==> src/rtl/aurora_hls_monitor_pkg.sv <==
// Shared definitions for the link-monitor snapshot path: counter width,
// default counter count, fixed counter ordering and the sequencer states.
package aurora_hls_monitor_pkg;

  localparam int CNT_W       = 32;
  localparam int NUM_CNT_DEF = 15;

  // Position of each live counter inside the flattened cnt_in bus
  localparam int FIFO_RX_OVF     = 0;
  localparam int GT_NOT_READY_0  = 1;
  localparam int GT_NOT_READY_1  = 2;
  localparam int GT_NOT_READY_2  = 3;
  localparam int GT_NOT_READY_3  = 4;
  localparam int LINE_DOWN_0     = 5;
  localparam int LINE_DOWN_1     = 6;
  localparam int LINE_DOWN_2     = 7;
  localparam int LINE_DOWN_3     = 8;
  localparam int PLL_NOT_LOCKED  = 9;
  localparam int MMCM_NOT_LOCKED = 10;
  localparam int HARD_ERR        = 11;
  localparam int SOFT_ERR        = 12;
  localparam int CHANNEL_DOWN    = 13;
  localparam int FIFO_TX_OVF     = 14;

  typedef enum logic [0:0] {
    ST_IDLE   = 1'b0,
    ST_STREAM = 1'b1
  } snap_state_e;

endpackage

==> src/rtl/aurora_hls_snapshot_bank.sv <==
// Capture register array for one counter snapshot plus the beat read mux.
// With SNAPSHOT_DELTA_EN defined, a second bank keeps the previous completed
// snapshot and the read port returns the modular difference instead.
module aurora_hls_snapshot_bank
  import aurora_hls_monitor_pkg::*;
#(
  parameter int NUM_CNT = NUM_CNT_DEF,
  parameter int IDX_W   = 8
) (
  input  logic                     clk_u,
  input  logic                     rst,
  input  logic                     capture,
  input  logic                     commit,
  input  logic [NUM_CNT*CNT_W-1:0] cnt_in,
  input  logic [IDX_W-1:0]         rd_idx,
  output logic [CNT_W-1:0]         rd_data
);

  logic [CNT_W-1:0] snap [NUM_CNT];

  // Latch every live counter on the same edge so a snapshot is never torn
  always_ff @(posedge clk_u) begin
    if (rst) begin
      for (int k = 0; k < NUM_CNT; k++) snap[k] <= '0;
    end else if (capture) begin
      for (int k = 0; k < NUM_CNT; k++) snap[k] <= cnt_in[k*CNT_W +: CNT_W];
    end
  end

`ifdef SNAPSHOT_DELTA_EN
  logic [CNT_W-1:0] prev [NUM_CNT];

  // Only a fully delivered snapshot becomes the new baseline
  always_ff @(posedge clk_u) begin
    if (rst) begin
      for (int k = 0; k < NUM_CNT; k++) prev[k] <= '0;
    end else if (commit) begin
      for (int k = 0; k < NUM_CNT; k++) prev[k] <= snap[k];
    end
  end

  // Select the indexed word as a mod-2^32 delta against the baseline
  always_comb begin
    rd_data = '0;
    for (int k = 0; k < NUM_CNT; k++) begin
      if (rd_idx == IDX_W'(k)) rd_data = snap[k] - prev[k];
    end
  end
`else
  logic unused_commit;
  assign unused_commit = commit;

  // Select the indexed absolute word
  always_comb begin
    rd_data = '0;
    for (int k = 0; k < NUM_CNT; k++) begin
      if (rd_idx == IDX_W'(k)) rd_data = snap[k];
    end
  end
`endif

endmodule

==> src/rtl/aurora_hls_monitor_snapshot.sv <==
// Atomic snapshot of the clk_u link-monitor counters, streamed one word per
// beat on a valid/ready interface. Optional macro SNAPSHOT_DELTA_EN switches
// the stream from absolute values to deltas against the previous snapshot.
module aurora_hls_monitor_snapshot
  import aurora_hls_monitor_pkg::*;
#(
  parameter int NUM_CNT = NUM_CNT_DEF,
  parameter int IDX_W   = 8
) (
  input  logic                     clk_u,
  input  logic                     rst,
  input  logic [NUM_CNT*CNT_W-1:0] cnt_in,
  input  logic                     snap_req,
  output logic                     busy,
  output logic [CNT_W-1:0]         m_tdata,
  output logic [IDX_W-1:0]         m_tuser,
  output logic                     m_tlast,
  output logic                     m_tvalid,
  input  logic                     m_tready,
  output logic [31:0]              snap_count,
  output logic [31:0]              dropped_req_count
);

  localparam logic [IDX_W-1:0] LAST_IDX = IDX_W'(NUM_CNT - 1);

  snap_state_e      state;
  logic [IDX_W-1:0] idx;
  logic [IDX_W-1:0] idx_nxt;
  logic             capture;
  logic             commit;
  logic [CNT_W-1:0] rd_data;

  assign capture = (state == ST_IDLE) && snap_req;
  assign commit  = (state == ST_STREAM) && m_tready && m_tlast;
  assign idx_nxt = idx + IDX_W'(1);

  assign m_tuser = idx;
  // Idle data is forced to zero so the bus never shows stale snapshot words
  assign m_tdata = m_tvalid ? rd_data : '0;

  aurora_hls_snapshot_bank #(
    .NUM_CNT (NUM_CNT),
    .IDX_W   (IDX_W)
  ) u_bank (
    .clk_u   (clk_u),
    .rst     (rst),
    .capture (capture),
    .commit  (commit),
    .cnt_in  (cnt_in),
    .rd_idx  (idx),
    .rd_data (rd_data)
  );

  // Capture/stream sequencer with registered handshake outputs and event counters
  always_ff @(posedge clk_u) begin
    if (rst) begin
      state             <= ST_IDLE;
      idx               <= '0;
      busy              <= 1'b0;
      m_tvalid          <= 1'b0;
      m_tlast           <= 1'b0;
      snap_count        <= '0;
      dropped_req_count <= '0;
    end else begin
      case (state)
        ST_IDLE: begin
          if (snap_req) begin
            state    <= ST_STREAM;
            idx      <= '0;
            busy     <= 1'b1;
            m_tvalid <= 1'b1;
            m_tlast  <= (LAST_IDX == '0);
          end
        end
        ST_STREAM: begin
          // busy stays high through the last-beat edge, so a request there is dropped too
          if (snap_req) dropped_req_count <= dropped_req_count + 32'd1;
          if (m_tready) begin
            if (m_tlast) begin
              state      <= ST_IDLE;
              idx        <= '0;
              busy       <= 1'b0;
              m_tvalid   <= 1'b0;
              m_tlast    <= 1'b0;
              snap_count <= snap_count + 32'd1;
            end else begin
              idx     <= idx_nxt;
              m_tlast <= (idx_nxt == LAST_IDX);
            end
          end
        end
        default: state <= ST_IDLE;
      endcase
    end
  end

endmodule

==> config.mk <==
export PLATFORM = sky130hd
export DESIGN_NAME = aurora_hls_monitor_snapshot
export DESIGN_NICKNAME = d
export VERILOG_FILES = /design/src/rtl/aurora_hls_monitor_pkg.sv /design/src/rtl/aurora_hls_snapshot_bank.sv /design/src/rtl/aurora_hls_monitor_snapshot.sv
export SDC_FILE = /design/constraint.sdc
export NUM_CORES = 1
export LEC_CHECK = 0
export CELL_PAD_IN_SITES_DETAIL_PLACEMENT = 0
export CELL_PAD_IN_SITES_GLOBAL_PLACEMENT = 1
export CORE_MARGIN = 5
export CORE_UTILIZATION = 40
export DETAILED_ROUTE_END_ITERATION = 10
export PLACE_DENSITY_LB_ADDON = 0.1
export SLEW_MARGIN = 20
export SYNTH_ARGS = -nofsm -noshare
export SYNTH_HDL_FRONTEND = slang
export SYNTH_SLANG_ARGS = --single-unit
export TNS_END_PERCENT = 50
==> constraint.sdc <==
create_clock -name clk_u -period 18.7 [get_ports clk_u]
set_input_delay 3.74 -clock clk_u [delete_from_list [all_inputs] [get_ports clk_u]]
set_output_delay 3.74 -clock clk_u [all_outputs]
set_load 0.01 [all_outputs]
==> flow_summary.toml <==
[floorplan]
start_util_pct = 40.32
die_area_sq_um = 70180
ios = 591
die_h_um = 264.9
core_sq_um = 64460
die_w_um = 264.9
num_rows = 93

[clock_tree]
postCtsSetupBuffers = 0
clock-sinks = 555
cts_tree = "yes"
path_clk_slew_ns = 0.06
insertion_delay_ns = 0.64
cts-resized-gates = 0
htreeDepth = 2
clockBufferDepth = 3
cts_root_buf = "clkbuf_16"
ctsHoldBuffers = 0
numCtsBuffers = 61

[worst_setup_path]
critPathArrivalTime_ns = 5.19
cp.required_ns = 14.96
critical_path.startpoint = "m_tuser[0]$_SDFFE_PP0P_"
reg2reg_slack_ns = 15.16
reg2reg_depth = 4
startpoint_type = "register"
critPathMaxFanout = 41
timing.rr.start = "state$_SDFF_PP0_"
path_class = "reg -> out"
end_kind = "output pin"

[place]
dp_hpwl_um = 78610
io_buffers = 590
placed_cells = 3562
place.gp.congestion = 0.9329

[cells_and_area]
nets = 3260
instances_no_fill = 3691
post-route-util_pct = 53.81
area_growth_pct = 33.46
drive_gt1_share_pct = 5.814
final_common_cell = "clkdlybuf4s50_1"
layout_common_cells = "clkdlybuf4s50_1 (589), edfxtp_1 (480), and2_1 (326)"

[worst_hold_path]
hold_path_class = "reg -> reg"
worstHoldStart = "snap_count[31]$_SDFFE_PP0P_"
worstHoldPathCells = 2

[global_route]
antenna_found_initial = 23
grt_pass1_wl_um = 148300
track_usage_pct = 28.68
grt_max_degree = 196
grt_pass1_vias = 21130
overflow = 0

[power_and_ir_drop]
clkPwrFrac_pct = 41.9
p_sw_mw = 0.6940
p_leak_nw = 12.24
p_per_area_nw_per_um2 = 87.64
peakVddDrop_mv = 0.07763
pwr-share-comb_pct = 9.3
power.internal_mw = 2.346
pwr-share-seq_pct = 48.8
swShare_pct = 22.82

[synth]
synth-compound-area-share_pct = 13.53
ys_top_cells_by_area = "edfxtp_1 (55%), and2_1 (7.8%), dfxtp_1 (5.8%)"
synth-seq-cells = 555
synth_top_family_by_area = "simple AND/OR/NAND/NOR gates"
synthXorXnorAreaFrac_pct = 1.988
synth_top_area_share_pct = 55.45
yosysWarnings = 0
syn_nets = 2749
post_synth_instance_area_sq_um = 25990
synth-simple-area-share_pct = 19.83
yosys.area.top_type = "edfxtp_1"
synth_mux_area_share_pct = 0.08183
synth_ff_type = "edfxtp_1"
synth_edf_count = 480
synth.avg_cell_area_sq_um = 11.51
ys_types = 76
synth_fa_ha_area_share_pct = 0.2888
async_reset_ff_share_pct = 0
syn_inst = 2259
ys_seq_area_share_pct = 61.23

[timing]
fin_skew_ns = 0.01866
rsz0062_at_grt = "no"
drv_slew = 0
finalHoldViolCount = 0
setup_violations = 0
max_freq_ghz = 0.1120
finalCriticalPeriod_ns = 8.929
fin_crit_sh_pct = 47.75
worstMarginPinSlew_ns = 1.328
setup_tns_ns = 0
whs_ns = 0.5160
slew_headroom_pct = 11.46

[detailed_routing]
totalWireLength_um = 105800
drtIter0Drc = 2732
wl_per_cell_um = 28.68
vias = 21280
ant_nets = 0
dr.pass1.iters = 5
drc = 0
avgViaCountPerCell = 5.764

[run_status]
outcome = "complete, no violations"

[job]
maxCapViolations = 0
sequential cells by signal, summed over array words and instances, names as in the netlist:
signal             cells
dropped_req_count     32
m_tuser                8
snap_count            32
u_bank.snap          480
m_tvalid               1
state                  1
m_tlast                1
logic make-up (layout without fill, tap and decap cells):
group | after synthesis | in the layout
simple gates | 919 | 919
flops | 555 | 555
compound gates | 527 | 527
buf+inv | 191 | 753
xor+xnor | 59 | 59
fa+ha+maj | 6 | 6
mux | 2 | 2
other cells | 0 | 15
layer usage:
layer  up-vias  global-route usage [%]  part of all wire [%]
li1       9384                       -                     -
met1     10490                   36.67                    38
met2      1143                   47.54                    48
met3       238                   5.801                   8.5
met4        18                   12.63                   4.8
met5         -                       0                  0.12
metrics by stage:
stage               area [sq um]  power [mW]  worst slack [ns]
global route               34670       3.127             9.488
global placement           32550       1.788             10.70
detailed placement         32550       1.789             10.45
floorplan                  25990       1.627             3.490
finish                     34690       3.040             9.771
CTS                        34650       3.052             9.765
final timing paths:
kind / endpoint
setup / recovery: m_tdata[8]
hold / removal: snap_count[31]$_SDFFE_PP0P_
setup reg to reg: u_bank.snap[1][28]$_SDFFCE_PN0P_
hold reg to reg: snap_count[31]$_SDFFE_PP0P_
critical path, cell delays in order (launching register included):
cell and delay (ns):
dfxtp_1 0.47, ha_2 0.22, buf_4 0.45, clkinv_1 0.63, nor2_4 0.57, buf_4 0.53
a22oi_1 0.20, nor4_1 0.28, o31ai_1 0.27, a21oi_1 0.29, clkdlybuf4s50_1 0.61
cell type report:
type                       instances  area (sq um)
antenna                           15         37.54
clock buffer                      68          1595
clock inverter                    46         503.0
fill                            5652         29770
inverter                          18         67.56
multi-input combinational       1513          9345
sequential                       555         15920
tap                              855          1070
timing repair buffer             621          6152
synth_stat cells (all sizes together), types with 6 or more instances:
master and n:
a2111oi 9, a211oi 11, a21oi 126, a221o 16
a221oi 50, a22oi 29, a31oi 15, a32oi 8
and2 326, and3 20, and4 7, buf 44
clkbuf 129, dfxtp 75, edfxtp 480, ha 6
inv 15, nand2 97, nand2b 8, nand3 44
nand4 27, nor2 135, nor2b 168, nor3 46
nor4 9, o211ai 9, o21ai 115, o221ai 29
o22ai 52, or3 12, xnor2 23, xor2 36
power groups by stage:
stage	sequential, mW	combinational, mW	clock (mW)
after floorplan	1.51	0.114	0
after global placement	1.51	0.280	0
after detailed placement	1.51	0.282	0
after CTS	1.48	0.284	1.29
after global routing	1.49	0.300	1.34
final	1.48	0.284	1.27
Power figures use the tool's default switching activity.
